--- config.mk ---
export PLATFORM = sky130hd
export DESIGN_NAME = mips_mc_control_flat
export DESIGN_NICKNAME = d
export VERILOG_FILES = /design/src/rtl/mips_mc_control_if.sv /design/src/rtl/mips_mc_control.sv /design/src/flat_wrapper.sv
export SDC_FILE = /design/constraint.sdc
export NUM_CORES = 1
export LEC_CHECK = 0
export CAP_MARGIN = 15
export CORE_MARGIN = 2
export CORE_UTILIZATION = 25
export CTS_CLUSTER_SIZE = 10
export DETAILED_ROUTE_END_ITERATION = 6
export GPL_TIMING_DRIVEN = 1
export SYNTH_ARGS = -nofsm -noshare
export SYNTH_HDL_FRONTEND = slang
export SYNTH_SLANG_ARGS = --single-unit
--- constraint.sdc ---
create_clock -name clk -period 2 [get_ports clk]
set_input_delay 0.4 -clock clk [delete_from_list [all_inputs] [get_ports clk]]
set_output_delay 0.4 -clock clk [all_outputs]
set_load 0.01 [all_outputs]
--- src/rtl/mips_mc_control_if.sv ---
// -----------------------------------------------------------------------------
// mips_mc_control_if
// Bundles the instruction-field, memory-handshake and datapath-control signals
// exchanged between the multi-cycle control FSM and the rest of the core.
//   opcode, funct, mem_ready : IR fields and memory completion into the control
//   pc_write .. ext_zero     : datapath control strobes/selects out of the control
//   bus_fault, illegal_op    : sticky fault flags
//   state                    : current FSM state encoding (debug)
// Modports: slave = control unit, master = datapath/testbench side.
// -----------------------------------------------------------------------------
interface mips_mc_control_if;
    logic [5:0] opcode;
    logic [5:0] funct;
    logic       mem_ready;
    logic       pc_write;
    logic       pc_write_cond;
    logic       i_or_d;
    logic       mem_read;
    logic       mem_write;
    logic       ir_write;
    logic       mem_to_reg;
    logic       reg_dst;
    logic       reg_write;
    logic       alu_src_a;
    logic [1:0] alu_src_b;
    logic [1:0] alu_op;
    logic [1:0] pc_source;
    logic       ext_zero;
    logic       bus_fault;
    logic       illegal_op;
    logic [3:0] state;

    modport slave (
        input  opcode, funct, mem_ready,
        output pc_write, pc_write_cond, i_or_d, mem_read, mem_write, ir_write,
               mem_to_reg, reg_dst, reg_write, alu_src_a, alu_src_b, alu_op,
               pc_source, ext_zero, bus_fault, illegal_op, state
    );

    modport master (
        output opcode, funct, mem_ready,
        input  pc_write, pc_write_cond, i_or_d, mem_read, mem_write, ir_write,
               mem_to_reg, reg_dst, reg_write, alu_src_a, alu_src_b, alu_op,
               pc_source, ext_zero, bus_fault, illegal_op, state
    );
endinterface

--- src/rtl/mips_mc_control.sv ---
// -----------------------------------------------------------------------------
// mips_mc_control
// Multi-cycle MIPS main control FSM (FETCH/DECODE/EXECUTE/MEM/WB). Controls are
// Moore decodes of the state, except ir_write/pc_write in FETCH which follow
// mem_ready. Memory states wait at most MAX_WAIT cycles for mem_ready, then
// raise sticky bus_fault and park in HALT until reset.
// Ports:
//   clk  : rising-edge clock
//   rst  : asynchronous active-high reset; forces all controls low while high
//   bus  : mips_mc_control_if.slave (opcode/funct/mem_ready in, controls out)
// Parameters: MAX_WAIT (1..255), WAIT_W (wait counter width).
// Build option: define ILLEGAL_OP_TRAP_EN to trap unknown opcodes and illegal
// R-type funct codes (illegal_op + HALT); otherwise unknown opcodes are NOPs.
// -----------------------------------------------------------------------------
module mips_mc_control #(
    parameter int MAX_WAIT = 15,
    parameter int WAIT_W   = 8
) (
    input  logic             clk,
    input  logic             rst,
    mips_mc_control_if.slave bus
);
    typedef enum logic [3:0] {
        S_FETCH = 4'd0, S_DECODE = 4'd1, S_MEM_ADDR = 4'd2, S_MEM_READ = 4'd3,
        S_MEM_WB = 4'd4, S_MEM_WRITE = 4'd5, S_R_EXEC = 4'd6, S_R_WB = 4'd7,
        S_BRANCH = 4'd8, S_JUMP = 4'd9, S_I_EXEC = 4'd10, S_I_WB = 4'd11,
        S_HALT = 4'd15
    } state_t;

    localparam logic [5:0] OP_RTYPE = 6'b000000;
    localparam logic [5:0] OP_LW    = 6'b100011;
    localparam logic [5:0] OP_SW    = 6'b101011;
    localparam logic [5:0] OP_BEQ   = 6'b000100;
    localparam logic [5:0] OP_J     = 6'b000010;
    localparam logic [5:0] OP_ADDI  = 6'b001000;
    localparam logic [5:0] OP_SLTI  = 6'b001010;
    localparam logic [5:0] OP_ANDI  = 6'b001100;
    localparam logic [5:0] OP_ORI   = 6'b001101;
    localparam logic [WAIT_W-1:0] WAIT_MAX  = WAIT_W'(MAX_WAIT);
    localparam logic [WAIT_W-1:0] WAIT_ONE  = WAIT_W'(1);
    localparam logic [WAIT_W-1:0] WAIT_ZERO = WAIT_W'(0);

    state_t            r_state, w_next;
    logic [WAIT_W-1:0] r_wait, w_wait_next;
    logic              r_bus_fault, w_set_fault;
    logic              w_mem_state, w_ext_zero_i;
    logic              w_pc_write, w_pc_write_cond, w_i_or_d, w_mem_read, w_mem_write;
    logic              w_ir_write, w_mem_to_reg, w_reg_dst, w_reg_write, w_alu_src_a;
    logic              w_ext_zero;
    logic [1:0]        w_alu_src_b, w_alu_op, w_pc_source;

`ifdef ILLEGAL_OP_TRAP_EN
    logic r_illegal_op, w_set_illegal, w_funct_ok;
    assign w_funct_ok = (bus.funct == 6'b100000) || (bus.funct == 6'b100010) ||
                        (bus.funct == 6'b100100) || (bus.funct == 6'b100101) ||
                        (bus.funct == 6'b101010);
`else
    logic w_unused_funct;
    assign w_unused_funct = ^bus.funct;
`endif

    assign w_mem_state  = (r_state == S_FETCH) || (r_state == S_MEM_READ) ||
                          (r_state == S_MEM_WRITE);
    assign w_ext_zero_i = (bus.opcode == OP_ANDI) || (bus.opcode == OP_ORI);

    // Next-state selection plus bus-fault/illegal-op detection
    always_comb begin
        w_next      = r_state;
        w_set_fault = 1'b0;
`ifdef ILLEGAL_OP_TRAP_EN
        w_set_illegal = 1'b0;
`endif
        case (r_state)
            S_FETCH:     w_next = bus.mem_ready ? S_DECODE : S_FETCH;
            S_DECODE: begin
                case (bus.opcode)
                    OP_LW, OP_SW: w_next = S_MEM_ADDR;
                    OP_RTYPE: begin
`ifdef ILLEGAL_OP_TRAP_EN
                        if (w_funct_ok) begin
                            w_next = S_R_EXEC;
                        end else begin
                            w_next        = S_HALT;
                            w_set_illegal = 1'b1;
                        end
`else
                        w_next = S_R_EXEC;
`endif
                    end
                    OP_BEQ: w_next = S_BRANCH;
                    OP_J:   w_next = S_JUMP;
                    OP_ADDI, OP_SLTI, OP_ANDI, OP_ORI: w_next = S_I_EXEC;
                    default: begin
`ifdef ILLEGAL_OP_TRAP_EN
                        w_next        = S_HALT;
                        w_set_illegal = 1'b1;
`else
                        w_next = S_FETCH;
`endif
                    end
                endcase
            end
            S_MEM_ADDR:  w_next = (bus.opcode == OP_SW) ? S_MEM_WRITE : S_MEM_READ;
            S_MEM_READ:  w_next = bus.mem_ready ? S_MEM_WB : S_MEM_READ;
            S_MEM_WB:    w_next = S_FETCH;
            S_MEM_WRITE: w_next = bus.mem_ready ? S_FETCH : S_MEM_WRITE;
            S_R_EXEC:    w_next = S_R_WB;
            S_R_WB:      w_next = S_FETCH;
            S_BRANCH:    w_next = S_FETCH;
            S_JUMP:      w_next = S_FETCH;
            S_I_EXEC:    w_next = S_I_WB;
            S_I_WB:      w_next = S_FETCH;
            S_HALT:      w_next = S_HALT;
            default:     w_next = S_HALT;
        endcase
        // Timeout only when still not ready at the limit; ready at the limit completes.
        if (w_mem_state && !bus.mem_ready && (r_wait == WAIT_MAX)) begin
            w_next      = S_HALT;
            w_set_fault = 1'b1;
        end else begin
            w_set_fault = 1'b0;
        end
    end

    // Wait counter: clear on any state change, count unanswered memory cycles
    always_comb begin
        if (w_next != r_state) begin
            w_wait_next = WAIT_ZERO;
        end else if (w_mem_state && !bus.mem_ready) begin
            w_wait_next = r_wait + WAIT_ONE;
        end else begin
            w_wait_next = r_wait;
        end
    end

    // State, wait counter and sticky bus-fault registers
    always_ff @(posedge clk or posedge rst) begin
        if (rst) begin
            r_state     <= S_FETCH;
            r_wait      <= WAIT_ZERO;
            r_bus_fault <= 1'b0;
        end else begin
            r_state     <= w_next;
            r_wait      <= w_wait_next;
            r_bus_fault <= r_bus_fault | w_set_fault;
        end
    end

`ifdef ILLEGAL_OP_TRAP_EN
    // Sticky illegal-opcode flag
    always_ff @(posedge clk or posedge rst) begin
        if (rst) begin
            r_illegal_op <= 1'b0;
        end else begin
            r_illegal_op <= r_illegal_op | w_set_illegal;
        end
    end
    assign bus.illegal_op = r_illegal_op;
`else
    assign bus.illegal_op = 1'b0;
`endif

    // Moore control decode; FETCH ir_write/pc_write are qualified by mem_ready
    always_comb begin
        w_pc_write = 1'b0; w_pc_write_cond = 1'b0; w_i_or_d = 1'b0;
        w_mem_read = 1'b0; w_mem_write = 1'b0; w_ir_write = 1'b0;
        w_mem_to_reg = 1'b0; w_reg_dst = 1'b0; w_reg_write = 1'b0;
        w_alu_src_a = 1'b0; w_alu_src_b = 2'b00; w_alu_op = 2'b00;
        w_pc_source = 2'b00; w_ext_zero = 1'b0;
        case (r_state)
            S_FETCH: begin
                w_mem_read  = 1'b1;
                w_alu_src_b = 2'b01;
                w_ir_write  = bus.mem_ready;
                w_pc_write  = bus.mem_ready;
            end
            S_DECODE:    w_alu_src_b = 2'b11;
            S_MEM_ADDR: begin
                w_alu_src_a = 1'b1;
                w_alu_src_b = 2'b10;
            end
            S_MEM_READ: begin
                w_mem_read = 1'b1;
                w_i_or_d   = 1'b1;
            end
            S_MEM_WB: begin
                w_reg_write  = 1'b1;
                w_mem_to_reg = 1'b1;
            end
            S_MEM_WRITE: begin
                w_mem_write = 1'b1;
                w_i_or_d    = 1'b1;
            end
            S_R_EXEC: begin
                w_alu_src_a = 1'b1;
                w_alu_op    = 2'b10;
            end
            S_R_WB: begin
                w_reg_write = 1'b1;
                w_reg_dst   = 1'b1;
            end
            S_BRANCH: begin
                w_alu_src_a     = 1'b1;
                w_alu_op        = 2'b01;
                w_pc_write_cond = 1'b1;
                w_pc_source     = 2'b01;
            end
            S_JUMP: begin
                w_pc_write  = 1'b1;
                w_pc_source = 2'b10;
            end
            S_I_EXEC: begin
                w_alu_src_a = 1'b1;
                w_alu_src_b = 2'b10;
                w_alu_op    = 2'b11;
                w_ext_zero  = w_ext_zero_i;
            end
            S_I_WB: begin
                w_reg_write = 1'b1;
                w_ext_zero  = w_ext_zero_i;
            end
            default: w_mem_read = 1'b0;
        endcase
    end

    // Asynchronous reset drops every request immediately, even mid-access.
    assign bus.pc_write      = w_pc_write      & ~rst;
    assign bus.pc_write_cond = w_pc_write_cond & ~rst;
    assign bus.i_or_d        = w_i_or_d        & ~rst;
    assign bus.mem_read      = w_mem_read      & ~rst;
    assign bus.mem_write     = w_mem_write     & ~rst;
    assign bus.ir_write      = w_ir_write      & ~rst;
    assign bus.mem_to_reg    = w_mem_to_reg    & ~rst;
    assign bus.reg_dst       = w_reg_dst       & ~rst;
    assign bus.reg_write     = w_reg_write     & ~rst;
    assign bus.alu_src_a     = w_alu_src_a     & ~rst;
    assign bus.alu_src_b     = w_alu_src_b     & {2{~rst}};
    assign bus.alu_op        = w_alu_op        & {2{~rst}};
    assign bus.pc_source     = w_pc_source     & {2{~rst}};
    assign bus.ext_zero      = w_ext_zero      & ~rst;
    assign bus.bus_fault     = r_bus_fault;
    assign bus.state         = r_state;
endmodule
--- src/flat_wrapper.sv ---
// flat-port wrapper written by rule: the top's interface ports become plain ports
module mips_mc_control_flat 
#(
    parameter int MAX_WAIT = 15,
    parameter int WAIT_W   = 8
)
  (clk, rst, bus_opcode, bus_funct, bus_mem_ready, bus_pc_write, bus_pc_write_cond, bus_i_or_d, bus_mem_read, bus_mem_write, bus_ir_write, bus_mem_to_reg, bus_reg_dst, bus_reg_write, bus_alu_src_a, bus_alu_src_b, bus_alu_op, bus_pc_source, bus_ext_zero, bus_bus_fault, bus_illegal_op, bus_state);
  mips_mc_control_if bus_i ();
  input  logic clk;
  input  logic rst;
  input wire logic [$bits(bus_i.opcode)-1:0] bus_opcode;
  input wire logic [$bits(bus_i.funct)-1:0] bus_funct;
  input wire logic [$bits(bus_i.mem_ready)-1:0] bus_mem_ready;
  output wire logic [$bits(bus_i.pc_write)-1:0] bus_pc_write;
  output wire logic [$bits(bus_i.pc_write_cond)-1:0] bus_pc_write_cond;
  output wire logic [$bits(bus_i.i_or_d)-1:0] bus_i_or_d;
  output wire logic [$bits(bus_i.mem_read)-1:0] bus_mem_read;
  output wire logic [$bits(bus_i.mem_write)-1:0] bus_mem_write;
  output wire logic [$bits(bus_i.ir_write)-1:0] bus_ir_write;
  output wire logic [$bits(bus_i.mem_to_reg)-1:0] bus_mem_to_reg;
  output wire logic [$bits(bus_i.reg_dst)-1:0] bus_reg_dst;
  output wire logic [$bits(bus_i.reg_write)-1:0] bus_reg_write;
  output wire logic [$bits(bus_i.alu_src_a)-1:0] bus_alu_src_a;
  output wire logic [$bits(bus_i.alu_src_b)-1:0] bus_alu_src_b;
  output wire logic [$bits(bus_i.alu_op)-1:0] bus_alu_op;
  output wire logic [$bits(bus_i.pc_source)-1:0] bus_pc_source;
  output wire logic [$bits(bus_i.ext_zero)-1:0] bus_ext_zero;
  output wire logic [$bits(bus_i.bus_fault)-1:0] bus_bus_fault;
  output wire logic [$bits(bus_i.illegal_op)-1:0] bus_illegal_op;
  output wire logic [$bits(bus_i.state)-1:0] bus_state;
  assign bus_i.opcode = bus_opcode;
  assign bus_i.funct = bus_funct;
  assign bus_i.mem_ready = bus_mem_ready;
  assign bus_pc_write = bus_i.pc_write;
  assign bus_pc_write_cond = bus_i.pc_write_cond;
  assign bus_i_or_d = bus_i.i_or_d;
  assign bus_mem_read = bus_i.mem_read;
  assign bus_mem_write = bus_i.mem_write;
  assign bus_ir_write = bus_i.ir_write;
  assign bus_mem_to_reg = bus_i.mem_to_reg;
  assign bus_reg_dst = bus_i.reg_dst;
  assign bus_reg_write = bus_i.reg_write;
  assign bus_alu_src_a = bus_i.alu_src_a;
  assign bus_alu_src_b = bus_i.alu_src_b;
  assign bus_alu_op = bus_i.alu_op;
  assign bus_pc_source = bus_i.pc_source;
  assign bus_ext_zero = bus_i.ext_zero;
  assign bus_bus_fault = bus_i.bus_fault;
  assign bus_illegal_op = bus_i.illegal_op;
  assign bus_state = bus_i.state;
  mips_mc_control #(.MAX_WAIT(MAX_WAIT), .WAIT_W(WAIT_W)) u_core (.clk(clk), .rst(rst), .bus(bus_i));
endmodule
==> flow_summary.toml, run 1 <==
[timing]
fin_crit_ps = 2110
setup_viol = 11
fin_hold_ws_ps = 466
hold_viol_final = 0
slew_viol_final = 0
skew_ps = 2.93
timing.final.ws_setup_ps = -112
max_freq_ghz = 0.474
min_period_over_period = 1.06
rsz0062_at_grt = "true"

[placement]
io_buffers = 30
placed_cell_area_sq_um = 1820
dp_hpwl_um = 2470
dp_cells = 255
place_congestion = 0.839

[synth]
synthTopCellsByArea = "dfrtp_1 (28%), xnor2_1 (5.2%), a211oi_1 (5.1%)"
ys.flop_type = "dfrtp_1"
synth.avg_cell_area_sq_um = 8.36
synthTopCellsByCount = "nor2_1 (14), dfrtp_1 (13), nand2_1 (10)"
synth-edff-count = 0
netlist_area_sq_um = 1180
syn_inst = 141
synth_warnings = 0
synth_cell_types = 46
yosys.area.top_type = "dfrtp_1"
synth_top_area_share = 0.276
syn_nets = 157
ys_seq_area_frac = 0.276
synth_most_common_cell = "nor2_1"
async_flop_share = 1.00
synth-seq-cells = 13

[cells_and_area]
synthToLayoutAreaGrowth_pct = 75.1
diodes = 0
fin_util = 0.464
fill_cells = 441
final_cells = 269
final_nets = 234
register_area_sq_um = 330
drive_above_1_share = 0.507
multiInputGateArea_sq_um = 920
postLayoutCellArea_sq_um = 2060

[clock_network]
ctsHoldBuffers = 0
cts.sink_count = 13
cts_htree_levels = 1
cts_tree = "yes"
clk_latency_ps = 240
clk_path_buf_depth = 2
cts-buffers-inserted = 3
clk_pin_slew_ps = 50
cts-root-buf = "clkbuf_8"

[floorplanning]
row_count = 24
dieArea_sq_um = 5280
ios = 38
initial_core_util = 0.265
die_h_um = 72.7
core-area_sq_um = 4440
chipWidth_um = 72.7

[run]
cap_viol_max_count = 0

[worst_setup_path]
cp-start-kind = "primary input"
end_kind = "flip-flop"
r2r-start = "u_core.bus.state[3]$_DFF_PP0_"
criticalPathCategory = "primary input to flip-flop"
cp_top_family = "simple AND/OR/NAND/NOR gates"
worst-path-buf-inv = 3
cpPeakStageDelay_ps = 560
r2r_cells = 7
cp_max_fo = 4
crit_required_ps = 2120
worstPathCellList = "dlygate4sd2_1 > or4_4 > buf_4 > nor4_1 > a21oi_1 > nand3b_1 > a2bb2oi_4 > buf_6 > a211oi_2"
crit_cells = 9
cp.arrival_ps = 2240
cp-startpoint = "bus_opcode[4]"
crit_slowest_cell = "or4_4"

[route]
wl_um = 3460
detail_route.wl_per_cell_um = 12.9
drt_iter0_drc = 28
viasPerCell = 4.94
drc = 0
first_pass_iters = 4
ant_nets = 0
routed-via-count = 1328

[worst_hold_path]
whs_path_depth = 1
hold_path_class = "flip-flop to flip-flop"
min-delay-start = "u_core.bus.bus_fault$_DFF_PP0_"

[outcome]
violations = "setup timing"
outcome = "finished with violations"

[global_route]
antenna_found_initial = 0
gr-total-overflow = 0
grt.total_usage = 0.138
grt_pass1_vias = 1261
grt_first_pass_wirelength_um = 5800
grt_max_degree = 14

[power]
power.leakage_nw = 0.946
power_mw = 2.26
p_per_area_nw_per_um2 = 1090
ir_drop_v = 0.000388
## worst paths after layout
path	to	slack, ps
max	u_core.r_wait[5]$_DFFE_PP0P_	-110
max in group asynchronous	u_core.bus.state[1]$_DFF_PP0_	1130
max reg2reg	u_core.r_wait[5]$_DFFE_PP0P_	-80
min reg2reg	u_core.bus.bus_fault$_DFF_PP0_	470
min in group asynchronous	u_core.r_wait[5]$_DFFE_PP0P_	690
min	u_core.bus.bus_fault$_DFF_PP0_	470
## layout make-up
| class | instances | share of cell area |
|---|---|---|
| multi-input cells | 109 | 0.446 |
| repair buffers | 85 | 0.330 |
| flip-flops and latches | 13 | 0.160 |
| well taps | 52 | 0.0315 |
| clock buffers | 4 | 0.0218 |
| inverters | 6 | 0.0109 |
## worst reg2reg max path, delay by kind of cell, from the launching register on
kind / cells / cell delay [ps]
DFF: 1 / 430
AOI/OAI and AO/OA: 3 / 410
and+or+nand+nor: 2 / 800
xor gates and xnor gates: 1 / 190
buffers and inverters: 1 / 140
## cell families after synthesis
group | share of synthesized area
compound gates | 0.224
xor+xnor | 0.0881
fa+ha+maj | 0.0106
buf+inv | 0.0828
flops | 0.276
mux | 0.00849
other cells | 0.00318
simple gates | 0.307
## registers in the layout, summed over array words and instances, names as in the netlist
register	cells
u_core.bus.bus_fault	1
u_core.bus.state	4
u_core.r_wait	8
## cells in the final DEF (no fill, tap or decap), drive strengths merged, types with 2 or more instances in the layout
cell,n
buf,60
nor2,14
dfrtp,13
dlygate4sd2,10
nand2,10
nor3,9
clkbuf,9
a211oi,8
xnor2,7
clkdlybuf4s50,7
and3,6
inv,6
nand3,5
o31ai,4
nor4,4
xor2,4
nor4b,3
a22oi,3
a2111oi,3
or3,3
clkdlybuf4s15,3
o21ai,2
or4,2
a21oi,2
or2,2
nand2b,2
## report_power, final
group	internal [mW]	total, mW	switching, mW
combinational	0.871	1.68	0.806
clock	0.141	0.231	0.0907
sequential	0.303	0.348	0.0453
total	1.32	2.26	0.941
## stage by stage
step,setup TNS [ps],setup WS [ps]
floorplan,-311,-46.5
detailed placement,-9120,-567
finish,-970,-112
global placement,-8580,-554
global route,-1660,-168
CTS,-873,-95.3
## routing by layer
layer | part of all wire | wire (um) | GRT usage
met5 | 0 | 0 | 0
met2 | 0.50 | 1740 | 0.230
met1 | 0.45 | 1540 | 0.178
met4 | 0.017 | 58 | 0.0556
met3 | 0.036 | 123 | 0.0221
## repair_timing
action                                  CTS  global route
setup buffers                             4             6
pin swaps                                 9            13
gates resized for setup                  67            28
endpoints found under the setup margin   25            20
Power figures use the tool's default switching activity.
==> run 2, diff against run 1 <==
==> constraint.sdc (replaced) <==
create_clock -name clk -period 2 [get_ports clk]
set_input_delay 0.6 -clock clk [delete_from_list [all_inputs] [get_ports clk]]
set_output_delay 0.6 -clock clk [all_outputs]
set_load 0.01 [all_outputs]
==> run 2 against run 1 <==
The run still ends with setup timing left. Clock power up 5%. Via count down 1.1%. Power up 4.3%. Sequential share of layout area down 0.37 points. Worst setup slack worse by 170 ps. Combinational power up 4%. First-iteration DRC count up 32%. Worst hold slack better by 13 ps. Final cell count down 1.9%. Critical path type is now primary input to primary output. Largest cell class unchanged.
==> flow_summary.toml, run 2 (synthesis results as in run 1) <==
[outcome]
outcome = "finished with violations"
violations = "setup timing"

[worst_setup_path]
r2r_cells = 6
cp_top_family = "simple AND/OR/NAND/NOR gates"
crit_required_ps = 1400
crit_cells = 6
cp_max_fo = 2
r2r-start = "u_core.bus.state[2]$_DFF_PP0_"
crit_end = "bus_ext_zero"
cp-start-kind = "primary input"
worst-path-buf-inv = 2
end_kind = "primary output"
criticalPathCategory = "primary input to primary output"
cp.arrival_ps = 1680
crit_slowest_cell = "or4_4"
r2r_setup_slack_ps = -240
r2r_end = "u_core.r_wait[4]$_DFFE_PP0P_"
cpPeakStageDelay_ps = 540
cp-startpoint = "rst"
worstPathCellList = "buf_8 > nor2_4 > nand2_2 > or4_4 > nor3_4 > buf_2"

[timing]
min_period_over_period = 1.14
setup_viol = 16
timing.final.ws_setup_ps = -280
rsz0062_at_grt = "true"
fin_crit_ps = 2280
max_freq_ghz = 0.439
fin_setup_tns_ps = -2620
hold_viol_final = 0
skew_ps = 1.78
slew_viol_final = 0

[floorplanning]
die_h_um = 72.7
ios = 38
dieArea_sq_um = 5280
initial_core_util = 0.265
chipWidth_um = 72.7
row_count = 24
core-area_sq_um = 4440

[cells_and_area]
synthToLayoutAreaGrowth_pct = 79.2
diodes = 0
fin_util = 0.475
final_cell_mix = "buf_4 (37), buf_2 (15), buf_6 (14), dlygate4sd2_1 (9), dfrtp_1 (9)"
largest_reg_flops = 8
final_nets = 229
postLayoutCellArea_sq_um = 2110
drive_above_1_share = 0.590
final_common_cell = "buf_4"
top_register = "u_core.r_wait"

[power]
internal-power_mw = 1.33
power.leakage_nw = 0.980
switchingPower_mw = 1.03
clkPwrFrac = 0.103
p_per_area_nw_per_um2 = 1110
ir_drop_v = 0.000770
power_frac_comb = 0.743
p_seq_frac = 0.154
p_sw_frac = 0.436

[global_route]
grt.total_usage = 0.147
grt_pass1_vias = 1362
gr-total-overflow = 0
grt_first_pass_wirelength_um = 6140
grt_max_degree = 14
antenna_found_initial = 0

[clock_network]
cts_htree_levels = 1
cts_tree = "yes"
cts-root-buf = "clkbuf_8"
cts.sink_count = 13
cts-buffers-inserted = 3
clk_latency_ps = 250
clk_pin_slew_ps = 60
clk_path_buf_depth = 2
ctsHoldBuffers = 0

[route]
drt_iter0_drc = 37
drc = 0
first_pass_iters = 4
wl_um = 3720
viasPerCell = 4.97
detail_route.wl_per_cell_um = 14.1
routed-via-count = 1313
ant_nets = 0

[placement]
place_congestion = 0.738
io_buffers = 30
dp_hpwl_um = 2540
placed_cell_area_sq_um = 1820
post-place-ws_ps = -900

[worst_hold_path]
hold_path_class = "flip-flop to flip-flop"

[run]
cap_viol_max_count = 0
-- run 2: power groups by stage --
stage	sequential (mW)	combinational, mW	clock, mW
after floorplan	0.342	0.835	0
after global placement	0.349	1.45	0
after detailed placement	0.349	1.46	0
after CTS	0.358	1.61	0.248
after global routing	0.370	1.87	0.259
final	0.362	1.75	0.243
-- run 2: timing repair --
item	CTS	global route
endpoints found under the setup margin	30	24
resized for setup	121	27
pin swaps	19	11
setup buffers	10	2
-- run 2: cell type report --
type	count	area, sq um
inverters	6	22.5
clock inverters	1	5.00
flip-flops and latches	13	330
repair buffers	80	651
well taps	52	65.1
fillers	444	2330
clock buffers	3	41.3
multi-input cells	109	997
-- run 2: per-stage QoR --
| step | power [mW] | instances | hold slack (ps) |
|---|---|---|---|
| after global routing | 2.50 | 264 | 508 |
| after detailed placement | 1.81 | 248 | 460 |
| final | 2.35 | 264 | 479 |
| after global placement | 1.80 | 248 | 456 |
| after CTS | 2.22 | 262 | 491 |
| after floorplan | 1.18 | 141 | 504 |
-- run 2: how the worst min path moves through the flow --
| stage | start | to | slack (ps) | depth (start not counted) |
|---|---|---|---|---|
| CTS | u_core.bus.bus_fault$_DFF_PP0_ | u_core.bus.bus_fault$_DFF_PP0_ | 490 | 1 |
| global route | u_core.bus.bus_fault$_DFF_PP0_ | u_core.bus.bus_fault$_DFF_PP0_ | 510 | 1 |
| floorplan | u_core.bus.bus_fault$_DFF_PP0_ | u_core.bus.bus_fault$_DFF_PP0_ | 500 | 1 |
| global placement | u_core.bus.bus_fault$_DFF_PP0_ | u_core.bus.bus_fault$_DFF_PP0_ | 460 | 1 |
| finish | u_core.bus.bus_fault$_DFF_PP0_ | u_core.bus.bus_fault$_DFF_PP0_ | 480 | 1 |
| detailed placement | u_core.bus.bus_fault$_DFF_PP0_ | u_core.bus.bus_fault$_DFF_PP0_ | 460 | 1 |
-- run 2: metal layers --
metal  global-route usage  wire, um
met3               0.0249       104
met1                0.196      1670
met5                    0         0
met4               0.0535        36
met2                0.239      1900
